### src/rtl/dmem_port_arbiter_if.sv
// Bus bundle between the two data-memory requesters (CPU MEM stage, DMA
// engine), the port arbiter and the single-ported data memory.
interface dmem_port_arbiter_if #(
  parameter int unsigned DATA_W = 32,
  parameter int unsigned ADDR_W = 32,
  parameter int unsigned IDX_W  = 10
);
  logic              cpu_req;
  logic              cpu_we;
  logic [ADDR_W-1:0] cpu_addr;
  logic [DATA_W-1:0] cpu_wdata;
  logic [DATA_W-1:0] cpu_rdata;
  logic              cpu_ack;
  logic              cpu_stall;

  logic              dma_req;
  logic              dma_we;
  logic [ADDR_W-1:0] dma_addr;
  logic [DATA_W-1:0] dma_wdata;
  logic [DATA_W-1:0] dma_rdata;
  logic              dma_ack;

  logic [IDX_W-1:0]  mem_idx;
  logic [DATA_W-1:0] mem_wdata;
  logic              mem_we;
  logic              mem_re;
  logic [DATA_W-1:0] mem_rdata;

  // Arbiter view
  modport slave (
    input  cpu_req, cpu_we, cpu_addr, cpu_wdata,
    output cpu_rdata, cpu_ack, cpu_stall,
    input  dma_req, dma_we, dma_addr, dma_wdata,
    output dma_rdata, dma_ack,
    output mem_idx, mem_wdata, mem_we, mem_re,
    input  mem_rdata
  );

  // Requesters + memory view
  modport master (
    output cpu_req, cpu_we, cpu_addr, cpu_wdata,
    input  cpu_rdata, cpu_ack, cpu_stall,
    output dma_req, dma_we, dma_addr, dma_wdata,
    input  dma_rdata, dma_ack,
    input  mem_idx, mem_wdata, mem_we, mem_re,
    output mem_rdata
  );
endinterface

### src/rtl/dmem_port_arbiter.sv
// Data-memory port arbiter: registered owner FSM (IDLE / OWN_CPU / OWN_DMA)
// with round-robin tie-break and a burst cap so neither requester starves.
// The memory mux selects combinationally from the current owner.
module dmem_port_arbiter #(
  parameter int unsigned DATA_W    = 32,
  parameter int unsigned ADDR_W    = 32,
  parameter int unsigned IDX_W     = 10,
  parameter int unsigned MAX_BURST = 4
) (
  input logic                 clk,
  input logic                 rst_n,
  dmem_port_arbiter_if.slave  bus
);

  localparam int unsigned CNT_W = (MAX_BURST > 1) ? $clog2(MAX_BURST) : 1;
  localparam logic [CNT_W-1:0] CNT_MAX = CNT_W'(MAX_BURST - 1);

  typedef enum logic [1:0] {IDLE, OWN_CPU, OWN_DMA} state_e;
  typedef enum logic {OWNER_CPU, OWNER_DMA} owner_e;

  state_e            state, state_next;
  owner_e            last_owner, last_owner_next;
  logic [CNT_W-1:0]  burst_cnt, burst_cnt_next;

  logic              own_we;
  logic [ADDR_W-1:0] own_addr;
  logic [DATA_W-1:0] own_wdata;
  logic              cpu_ack_i, dma_ack_i;
  logic              unused_addr_bits;

  // Owner state, burst counter and round-robin history
  always_ff @(posedge clk or negedge rst_n) begin
    if (!rst_n) begin
      state      <= IDLE;
      burst_cnt  <= '0;
      last_owner <= OWNER_DMA;
    end else begin
      state      <= state_next;
      burst_cnt  <= burst_cnt_next;
      last_owner <= last_owner_next;
    end
  end

  // Next owner, burst count and tie-break history
  always_comb begin
    state_next      = state;
    burst_cnt_next  = burst_cnt;
    last_owner_next = last_owner;

    unique case (state)
      IDLE: begin
        if (bus.cpu_req && bus.dma_req)
          state_next = (last_owner == OWNER_DMA) ? OWN_CPU : OWN_DMA;
        else if (bus.cpu_req)
          state_next = OWN_CPU;
        else if (bus.dma_req)
          state_next = OWN_DMA;
      end
      OWN_CPU: begin
        if (!bus.cpu_req)
          state_next = bus.dma_req ? OWN_DMA : IDLE;
        else if (bus.dma_req && burst_cnt == CNT_MAX)
          state_next = OWN_DMA;
      end
      OWN_DMA: begin
        if (!bus.dma_req)
          state_next = bus.cpu_req ? OWN_CPU : IDLE;
        else if (bus.cpu_req && burst_cnt == CNT_MAX)
          state_next = OWN_CPU;
      end
      default: state_next = IDLE;
    endcase

    // Counter only runs while the owner keeps accessing under contention;
    // any owner change (including to/from IDLE) restarts it.
    if (state_next != state) begin
      burst_cnt_next = '0;
    end else if (state == OWN_CPU) begin
      if (!bus.dma_req)
        burst_cnt_next = '0;
      else if (bus.cpu_req && burst_cnt != CNT_MAX)
        burst_cnt_next = burst_cnt + 1'b1;
    end else if (state == OWN_DMA) begin
      if (!bus.cpu_req)
        burst_cnt_next = '0;
      else if (bus.dma_req && burst_cnt != CNT_MAX)
        burst_cnt_next = burst_cnt + 1'b1;
    end else begin
      burst_cnt_next = '0;
    end

    if (state_next == OWN_CPU && state != OWN_CPU)
      last_owner_next = OWNER_CPU;
    else if (state_next == OWN_DMA && state != OWN_DMA)
      last_owner_next = OWNER_DMA;
  end

  // Acks, owner mux to memory and read-data return
  always_comb begin
    cpu_ack_i = 1'b0;
    dma_ack_i = 1'b0;
    own_we    = 1'b0;
    own_addr  = '0;
    own_wdata = '0;

    unique case (state)
      OWN_CPU: begin
        cpu_ack_i = bus.cpu_req;
        own_we    = bus.cpu_we;
        own_addr  = bus.cpu_addr;
        own_wdata = bus.cpu_wdata;
      end
      OWN_DMA: begin
        dma_ack_i = bus.dma_req;
        own_we    = bus.dma_we;
        own_addr  = bus.dma_addr;
        own_wdata = bus.dma_wdata;
      end
      default: ;
    endcase

    bus.cpu_ack   = cpu_ack_i;
    bus.dma_ack   = dma_ack_i;
    bus.cpu_stall = bus.cpu_req & ~cpu_ack_i;
    bus.mem_we    = (cpu_ack_i | dma_ack_i) & own_we;
    bus.mem_re    = (cpu_ack_i | dma_ack_i) & ~own_we;
    bus.mem_idx   = own_addr[IDX_W+1:2];
    bus.mem_wdata = own_wdata;
    bus.cpu_rdata = (cpu_ack_i && !bus.cpu_we) ? bus.mem_rdata : '0;
    bus.dma_rdata = (dma_ack_i && !bus.dma_we) ? bus.mem_rdata : '0;
  end

  // Byte-lane bits and bits above the 4 KiB window are intentionally dropped
  assign unused_addr_bits = ^{own_addr[ADDR_W-1:IDX_W+2], own_addr[1:0]};

endmodule

### src/flat_wrapper.sv
// flat-port wrapper written by rule: the top's interface ports become plain ports
module dmem_port_arbiter_flat 
#(
  parameter int unsigned DATA_W    = 32,
  parameter int unsigned ADDR_W    = 32,
  parameter int unsigned IDX_W     = 10,
  parameter int unsigned MAX_BURST = 4
)
  (clk, rst_n, bus_cpu_req, bus_cpu_we, bus_cpu_addr, bus_cpu_wdata, bus_cpu_rdata, bus_cpu_ack, bus_cpu_stall, bus_dma_req, bus_dma_we, bus_dma_addr, bus_dma_wdata, bus_dma_rdata, bus_dma_ack, bus_mem_idx, bus_mem_wdata, bus_mem_we, bus_mem_re, bus_mem_rdata);
  dmem_port_arbiter_if #(.DATA_W(DATA_W), .ADDR_W(ADDR_W), .IDX_W(IDX_W)) bus_i ();
  input logic clk;
  input logic rst_n;
  input wire logic [$bits(bus_i.cpu_req)-1:0] bus_cpu_req;
  input wire logic [$bits(bus_i.cpu_we)-1:0] bus_cpu_we;
  input wire logic [$bits(bus_i.cpu_addr)-1:0] bus_cpu_addr;
  input wire logic [$bits(bus_i.cpu_wdata)-1:0] bus_cpu_wdata;
  output wire logic [$bits(bus_i.cpu_rdata)-1:0] bus_cpu_rdata;
  output wire logic [$bits(bus_i.cpu_ack)-1:0] bus_cpu_ack;
  output wire logic [$bits(bus_i.cpu_stall)-1:0] bus_cpu_stall;
  input wire logic [$bits(bus_i.dma_req)-1:0] bus_dma_req;
  input wire logic [$bits(bus_i.dma_we)-1:0] bus_dma_we;
  input wire logic [$bits(bus_i.dma_addr)-1:0] bus_dma_addr;
  input wire logic [$bits(bus_i.dma_wdata)-1:0] bus_dma_wdata;
  output wire logic [$bits(bus_i.dma_rdata)-1:0] bus_dma_rdata;
  output wire logic [$bits(bus_i.dma_ack)-1:0] bus_dma_ack;
  output wire logic [$bits(bus_i.mem_idx)-1:0] bus_mem_idx;
  output wire logic [$bits(bus_i.mem_wdata)-1:0] bus_mem_wdata;
  output wire logic [$bits(bus_i.mem_we)-1:0] bus_mem_we;
  output wire logic [$bits(bus_i.mem_re)-1:0] bus_mem_re;
  input wire logic [$bits(bus_i.mem_rdata)-1:0] bus_mem_rdata;
  assign bus_i.cpu_req = bus_cpu_req;
  assign bus_i.cpu_we = bus_cpu_we;
  assign bus_i.cpu_addr = bus_cpu_addr;
  assign bus_i.cpu_wdata = bus_cpu_wdata;
  assign bus_cpu_rdata = bus_i.cpu_rdata;
  assign bus_cpu_ack = bus_i.cpu_ack;
  assign bus_cpu_stall = bus_i.cpu_stall;
  assign bus_i.dma_req = bus_dma_req;
  assign bus_i.dma_we = bus_dma_we;
  assign bus_i.dma_addr = bus_dma_addr;
  assign bus_i.dma_wdata = bus_dma_wdata;
  assign bus_dma_rdata = bus_i.dma_rdata;
  assign bus_dma_ack = bus_i.dma_ack;
  assign bus_mem_idx = bus_i.mem_idx;
  assign bus_mem_wdata = bus_i.mem_wdata;
  assign bus_mem_we = bus_i.mem_we;
  assign bus_mem_re = bus_i.mem_re;
  assign bus_i.mem_rdata = bus_mem_rdata;
  dmem_port_arbiter #(.DATA_W(DATA_W), .ADDR_W(ADDR_W), .IDX_W(IDX_W), .MAX_BURST(MAX_BURST)) u_core (.clk(clk), .rst_n(rst_n), .bus(bus_i));
endmodule
### config.mk
export PLATFORM = sky130hd
export DESIGN_NAME = dmem_port_arbiter_flat
export DESIGN_NICKNAME = d
export VERILOG_FILES = /design/src/rtl/dmem_port_arbiter_if.sv /design/src/rtl/dmem_port_arbiter.sv /design/src/flat_wrapper.sv
export SDC_FILE = /design/constraint.sdc
export NUM_CORES = 1
export LEC_CHECK = 0
export ABC_AREA = 1
export CORE_AREA = 2 2 108 110
export CTS_CLUSTER_DIAMETER = 80
export DETAILED_ROUTE_END_ITERATION = 16
export DIE_AREA = 0 0 110 112
export GPL_TIMING_DRIVEN = 0
export HOLD_SLACK_MARGIN = 0.15
export SYNTH_ARGS = -nofsm -noshare
export SYNTH_HDL_FRONTEND = slang
export SYNTH_SLANG_ARGS = --single-unit
### constraint.sdc
create_clock -name clk -period 1.5 [get_ports clk]
set_clock_uncertainty 0.15 [all_clocks]
set_input_delay 0.225 -clock clk [delete_from_list [all_inputs] [get_ports clk]]
set_output_delay 0.225 -clock clk [all_outputs]
set_load 0.05 [all_outputs]
Word-level counts from Yosys, hierarchy flattened:

Index checks and enable logic that the tools add are counted.

* register bits after elaboration: 5
* output and inout bits: 111
* logic and storage cells: 62

* add/sub/neg operators: 1
* equality and inequality tests: 11
* reductions and logical operators: 14
* muxes and demuxes: 27
* bitwise gates (word level): 6

Operators with widths (number)
* $mux W32: 2
* $pmux W32 S2: 1
* $mux W2: 16
* $pmux W12 S2: 1
* $logic_and A1 B1 Y1: 9
* $eq A2 B2 Y1 const B: 3
* $pmux W2 S3: 1
* $mux W1: 5
* $ne A5 B3 Y1 const B: 1
* $eq A2 B1 Y1 const B: 2
* $ne A2 B2 Y1 const B: 2
* $ne A4 B3 Y1 const B: 1
* $and A1 B1 Y1: 3
* $add A2 B1 Y2 const B: 1
* $logic_not A1 Y1: 2
* $logic_not A2 Y1: 1
* $ne A2 B1 Y1 const B: 1
* $ne A2 B2 Y1: 1
* $not A1 Y1: 2
* $pmux W1 S2: 1
* $reduce_and A2 Y1: 1
* $reduce_bool A2 Y1: 1
* $or A1 B1 Y1: 1

Longest topological paths before layout:

Gate-level depths: netlist (run 1).

* depth in word-level cells: 9
* mapped depth: 12
* depth with buffers taken out: 11

Least setup slack after synthesis (run 1):

Ideal clock, no wire load.

* kind: flip-flop to output port
* start point: register u_core.state[0]
* end point: output bus_dma_rdata[10]
* cell stages (with the launch flop): 9
* arrival time: 2.216 ns
* data required time: 1.125 ns
* path buffers: 2
* setup slack: -1.091 ns
* cells stage by stage: dfrtp_1 inv_1 ha_1 buf_6 nand2_2 inv_1 nand2_1 buf_2 nor2_1

* cells in the longest elaborated chain, start to end: 4

RTL lines
* start: declaration: line dmem_port_arbiter.sv:21 `state_e state, state_next;`
* start signal: assignment: line dmem_port_arbiter.sv:38 `state <= state_next;`
* $eq A2 B2 Y1: line dmem_port_arbiter.sv:106 `unique case (state)`
* $mux W1: line dmem_port_arbiter.sv:106
* net bus_dma_ack: line flat_wrapper.sv:25 `output wire logic [$bits(bus_i.dma_ack)-1:0] bus_dma_ack;`
* $logic_and A1 B1 Y1: line dmem_port_arbiter.sv:130 `bus.dma_rdata = (dma_ack_i && !bus.dma_we) ? bus.mem_rdata : '0;`
* $mux W32: line dmem_port_arbiter.sv:130
* end: declaration: line flat_wrapper.sv:24 `output wire logic [$bits(bus_i.dma_rdata)-1:0] bus_dma_rdata;`

The timed path passes the listed nets, and every way through them passes these cells.

Worst setup path after layout (run 1):

* start point: register u_core.state[1]
* end point: output bus_cpu_rdata[1]

* cells in the longest elaborated chain, start to end: 4

RTL lines
* $eq A2 B1 Y1: line dmem_port_arbiter.sv:106
* $mux W1: line dmem_port_arbiter.sv:106
* $logic_and A1 B1 Y1: line dmem_port_arbiter.sv:129 `bus.cpu_rdata = (cpu_ack_i && !bus.cpu_we) ? bus.mem_rdata : '0;`
* $mux W32: line dmem_port_arbiter.sv:129
* end: declaration: line flat_wrapper.sv:17 `output wire logic [$bits(bus_i.cpu_rdata)-1:0] bus_cpu_rdata;`

No other way between the ends.

==> metrics.yaml, run 1 <==
timing.rr.start: "u_core.state[1]"
drc: 0
htree_levels: 1
ant_nets: 0
final_common_cell: "clkdlybuf4s50_1"
end_kind: "output port"
p_per_area_mw_per_mm2: 1530
synth.avg_cell_area_um2: 4.65
violations: "setup timing"
startpoint: "u_core.state[1]"
pre_cts_ws_ps: -1280
dp.final_hpwl_mm: 7.81
yosys_warnings: 0
io_pins: 277
diodes: 0
track_usage_pct: 16.0
max-vdd-ir-drop_mv: 0.900
overflow: 0
cts_buffer_depth: 2
placementRows: 39
first_pass_iters: 4
outcome: "complete, but fails checks"
timing.fmax_mhz: 476
hp-class: "register to register"
crit_end: "bus_cpu_rdata[1]"
die_y_um: 112
die_x_um: 110
arrival_ps: 1720
fp.dieArea_mm2: 0.0123
use_met1_pct: 17.2
areaGrowthSynthToFinish_pct: 348
relSlewSlack_pct: 80.5
ys_seq_area_share_pct: 8.60
startpoint_type: "register"
worst_path_largest_cell_delay_ps: 420
nNetsFinal: 774
synthTopCellsByArea: "nand2_1 (27%), nor2_1 (17%), a21oi_1 (15%)"
cts_sinks: 5
syn_area_mm2: 0.00147
critPathBufInv: 5
setup_violations: 116
grt_pass1_wl_mm: 15.9
use_met3_pct: 1.70
hold_viol: 0
r2r_cells: 12
postLayoutCoreUtil_pct: 58.9
synth_top_cell_by_area: "nand2_1"
rsz0062_at_grt: "true"
wl_mm: 10.8
avgRoutedWirePerCell_um: 14.5
maxSlewViolCount: 0
viasPerCell: 4.19
r2r_slack_ps: -430
start_util_pct: 13.2
path_cells: "inv_4 > ha_4 > nand2_4 > clkinvlp_4 > nand2_8 > buf_12 > buf_12 > nor2_4 > buf_8"
cp_max_fo: 5
cp_common_cell: "buf_12"
met2_usage_pct: 32.8
synth_top_area_share_pct: 27.1
tightest_slew_ps: 291
clk_pin_slew_ps: 30
grt_max_degree: 11
num_vias: 3120
stdcell_area_mm2: 0.00658
antenna_found_initial: 0
maxCapViolCount: 0
numCtsBuffers: 3
critPathSlowestCell: "dfrtp_2"
layout_common_cells: "clkdlybuf4s50_1 (121), buf_6 (94), nor2_4 (63)"
crit_family: "buffers and inverters"
final.min_clock_period_ps: 2100
cts_root_buf: "clkbuf_16"
port_buffers: 232
crit_cells: 9
p_leak_uw: 0.00267
worst_slack_ps: -600
finalCritPeriodShare_pct: 140
grt_busiest_layer: "met2"
worstReg2RegEnd: "u_core.burst_cnt[1]"
ys_types: 21
yosys_register_bits: 5
required_ps: 1120
crit_type: "register to output port"
post_dp_cell_area_mm2: 0.00513
clock_latency_ps: 230
gp_congestion: 0.833
cts_tree: "yes"
grt_pass1_vias: 3186
coreArea_mm2: 0.0112
syn_nets: 487
postSynthCellCount: 316
first_iter_violations: 39
drive_gt1_share_pct: 61.1
-- registers in the layout, summed over array words and instances, names as in the netlist --
register / cells
u_core.state: 2
u_core.burst_cnt: 2
u_core.last_owner: 1
-- synth_stat cells (all sizes together) --
cell type and instances:
nand2 110, nor2 69, inv 46, a21oi 44, nand3 12, clkbuf 11
buf 9, ha 5, dfrtp 4, a21boi 1, clkinv 1, dfstp 1
o21bai 1, o22ai 1, o31ai 1
-- through the flow --
stage	instances	hold WS (ps)	power, uW	TNS (ps)
after floorplan	316	-221	5140	-48220
after global placement	691	309	6870	-126440
after detailed placement	691	307	6930	-126940
after CTS	734	311	9490	-62200
after global routing	745	329	10500	-69210
final	745	320	10100	-62490
-- what timing repair did --
item	CTS	global route
hold endpoints to repair	4	0
buffers inserted	27	15
resized for setup	873	82
hold buffers	1	0
pin swaps	11	33
cloned	12	3
setup endpoints to repair	116	116
-- logic make-up after synthesis --
group                      after synthesis  synth area share [%]
and+or+nand+nor                        191                  51.0
buffers and inverters                   67                  18.5
AOI/OAI and AO/OA                       48                  17.7
adders and majority gates                5                  4.26
DFF                                      5                  8.60
-- how the worst min path moves through the flow --
stage	startpoint	endpoint	slack, ps	cells after the start
4_1_cts	u_core.last_owner	u_core.last_owner	310	2
3_5_place_dp	rst_n	u_core.state[0]	310	1
2_1_floorplan	rst_n	u_core.burst_cnt[0]	-220	0
5_1_grt	u_core.last_owner	u_core.last_owner	330	2
6_report	u_core.last_owner	u_core.last_owner	320	2
3_3_place_gp	rst_n	u_core.state[0]	310	1
-- cell type report --
type / count / area, um2
plain buffers: 16 / 343
clock buffers: 4 / 78.8
fillers: 953 / 4590
inverters: 47 / 206
multi-input cells: 244 / 2340
flip-flops and latches: 5 / 129
well taps: 143 / 179
repair buffers: 285 / 3290
repair inverters: 1 / 8.76
-- report_power, final --
part	switching, uW	internal [uW]
Combinational	5230	4150
Sequential	53.1	199
Clock	84.0	352
Total	5360	4700
-- layer usage --
| layer | up-vias | wire length (um) | part of all wire (%) |
|---|---|---|---|
| met5 | - | 0 | 0 |
| met2 | 110 | 6280 | 58 |
| met4 | 0 | 95 | 0.88 |
| li1 | 1526 | - | - |
| met1 | 1478 | 3720 | 34 |
| met3 | 6 | 699 | 6.5 |
-- worst register-to-register path, delay by kind of cell, from the launching register on --
family,cells,cell delay (ps)
flip-flops,1,420
AND/OR/NAND/NOR,8,730
adder cells (fa/ha/maj),1,180
buffers and inverters,3,360
Note: power is estimated with default switching activity, not from simulation.
==> run 2: changes to the inputs <==
Settings changed: CTS_CLUSTER_SIZE from default to 10.
==> results of run 2 <==
No change in the layout: final DEF, timing and power equal those of run 1.
==> run 3: changes to the inputs <==
Settings changed: CORE_AREA 2 2 108 110 to 2 2 107 109, DIE_AREA 0 0 110 112 to 0 0 109 111, REMOVE_ABC_BUFFERS from default to 1, SLEW_MARGIN from default to 5.
Clock period 1.5 ns to 2.47 ns, I/O delays scaled along.
==> run 3 against run 2 <==
  * The run now ends clean
  * Global-route usage shrank 3.0 points
  * Largest cell class unchanged
  * Worst hold slack lost 98 ps
  * Power shrank 67%
  * Critical endpoint is now bus_cpu_rdata[11]
  * Flip-flop and latch count is the same
  * Sequential power shrank 37%
  * Largest power group unchanged
  * Combinational power shrank 69%
  * Routed wire length shrank 17%
  * Via count shrank 9.8%
  * Critical path depth shrank 1
==> metrics.yaml, run 3 (synthesis results as in run 1) <==
maxSlewViolCount: 0  # unchanged
drc: 0  # unchanged
cts_sinks: 5  # unchanged
netSwitchingFraction_pct: 65.0  # was 53.3%
diodes: 0  # unchanged
worst_slack_ps: 79.9  # was -600 ps
wl_met3_mm: 1.11  # was 699 um
post_dp_cell_area_mm2: 0.00393  # was 0.00513 mm2
track_usage_pct: 13.0  # was 16.0%
first_pass_iters: 4  # unchanged
wl_met1_mm: 3.35  # was 3.72 mm
coreArea_mm2: 0.0111  # was 0.0112 mm2
arrival_ps: 1870  # was 1720 ps
final.min_clock_period_ps: 2390
clock_latency_ps: 230  # about the same
rsz0062_at_grt: "true"  # unchanged
drive_gt1_share_pct: 29.6  # was 61.1%
start_util_pct: 13.3  # was 13.2%
clockPowerShare_pct: 7.9  # was 4.3%
htree_levels: 1  # unchanged
antenna_found_initial: 0  # unchanged
cts_tree: "yes"  # unchanged
worst_path_largest_cell_delay_ps: 450  # was 420 ps
num-fill-cells: 1230  # was 953
finalCritPeriodShare_pct: 96.8
die_y_um: 111  # was 112 um
die_x_um: 109  # was 110 um
stdcell_area_mm2: 0.00384  # was 0.00658 mm2
finalSetupTns_ps: 0  # was -62490 ps
gp_congestion: 0.816  # was 0.833
timing.fmax_mhz: 418
tightest_slew_ps: 513  # was 291 ps
final_common_cell: "clkdlybuf4s50_1"  # unchanged
startpoint_type: "register"  # unchanged
grt_pass1_vias: 2677  # was 3186
clk_pin_slew_ps: 30  # about the same
hp-class: "input port to asynchronous set/reset pin"  # was register to register
avgRoutedWirePerCell_um: 13.2  # was 14.5 um
max-vdd-ir-drop_mv: 0.508  # was 0.900 mV
placementRows: 39  # unchanged
wl_met2_mm: 4.38  # was 6.28 mm
cp_max_fo: 23  # was 5
areaGrowthSynthToFinish_pct: 161  # was 348%
fin_total_pwr_uw: 3370  # was 10100 uW
wl_mm: 8.94  # was 10.8 mm
p_per_area_mw_per_mm2: 876  # was 1530 mW/mm2
combPwrFrac_pct: 87.4  # was 93.2%
setup_violations: 0  # was 116
overflow: 0  # unchanged
dp.final_hpwl_mm: 6.86  # was 7.81 mm
nNetsFinal: 709  # was 774
ctsHoldBuffers: 0  # was 1
ant_nets: 0  # unchanged
port_buffers: 232  # unchanged
numCtsBuffers: 3  # unchanged
io_pins: 277  # unchanged
seqPwrFrac_pct: 4.7  # was 2.5%
internal_power_uw: 1180  # was 4700 uW
outcome: "complete, no violations"  # was complete, but fails checks
viasPerCell: 4.14  # was 4.19
maxCapViolCount: 0  # unchanged
grt_pass1_wl_mm: 12.6  # was 15.9 mm
power_switching_uw: 2190  # was 5360 uW
fp.dieArea_mm2: 0.0121  # was 0.0123 mm2
first_iter_violations: 89  # was 39
path_cells: "inv_2 > ha_4 > buf_12 > nand2_2 > inv_4 > nand2_8 > nor2_2 > buf_6"  # was inv_4 > ha_4 > nand2_4 > clkinvlp_4 > nand2_8 > buf_12 > buf_12 > nor2_4 > buf_8
required_ps: 1950  # was 1120 ps
cts_buffer_depth: 2  # unchanged
layout_common_cells: "clkdlybuf4s50_1 (121), nand2_1 (103), buf_2 (57)"  # was clkdlybuf4s50_1 (121), buf_6 (94), nor2_4 (63)
critPathBufInv: 4  # was 5
p_leak_uw: 0.00190  # was 0.00267 uW
highest_layer: "met4"  # unchanged
hold_viol: 0  # unchanged
grt_max_degree: 43  # was 11
end_kind: "output port"  # unchanged
relSlewSlack_pct: 65.9  # was 80.5%
num_vias: 2813  # was 3120
crit_family: "buffers and inverters"  # unchanged
cts_root_buf: "clkbuf_16"  # unchanged
top_regs: "u_core.burst_cnt x2, u_core.state x2, u_core.last_owner x1"  # unchanged
critPathSlowestCell: "dfrtp_2"  # unchanged
crit_type: "register to output port"  # unchanged
pre_cts_ws_ps: -1360  # was -1280 ps
==> run 3: cell count changes in the layout (fill, tap and decap cells not counted), sizes merged <==
| cell | delta |
|---|---|
| buf | -62 |
| dlygate4sd2 | +2 |
| clkbuf | -6 |
| nand2 | +1 |
| clkdlybuf4s15 | +1 |
| bufbuf | +1 |
| clkinvlp | -2 |
| dlygate4sd3 | -1 |
| inv | +1 |
==> run 3: layer usage <==
layer	vias to the layer above	track usage [%]
met5	-	0
met3	10	4.23
met4	0	2.74
met2	175	24.8
li1	1392	-
met1	1236	13.4
==> run 3: cell type report <==
type	instances	area [um2]	area share, %
inverter	47	191	4.98
timing repair buffer	236	2060	53.6
multi-input combinational	245	1210	31.4
sequential	5	129	3.35
tap	143	179	4.65
clock buffer	4	78.8	2.05
==> run 3: what timing repair did <==
| action | 4_1_cts | 5_1_grt |
|---|---|---|
| endpoints found under the setup margin | 111 | 110 |
| pin swaps | 0 | 1 |
| setup buffers | 1 | 0 |
| gates cloned | 1 | 1 |
| gates resized for setup | 595 | 58 |
==> run 3: power by group through the flow <==
stage               clock network [uW]  logic [uW]  registers [uW]
CTS                                270        2900             150
global placement                     0        2930             148
detailed placement                   0        3000             148
finish                             266        2940             159
floorplan                            0        1860             141
global route                       277        3140             165
==> run 3: stage by stage <==
stage          instances  util [%]  hold slack [ps]
2_1_floorplan        296         -            -75.1
3_3_place_gp         671      35.0              313
3_5_place_dp         673      35.5              309
4_1_cts              679      33.1              227
5_1_grt              680      34.7              250
6_report             680      34.7              222
==> run 3: path summary, 6_finish.rpt <==
check / slack, ps / end / startpoint / depth (start not counted)
max in group asynchronous: 1690 / u_core.last_owner / rst_n / 1
min reg2reg: 310 / u_core.last_owner / u_core.last_owner / 2
max reg2reg: 490 / u_core.burst_cnt[0] / u_core.state[1] / 10
min: 220 / u_core.burst_cnt[0] / rst_n / 1
max: 80 / bus_cpu_rdata[11] / u_core.state[1] / 8
min in group clk: 310 / u_core.last_owner / u_core.last_owner / 2
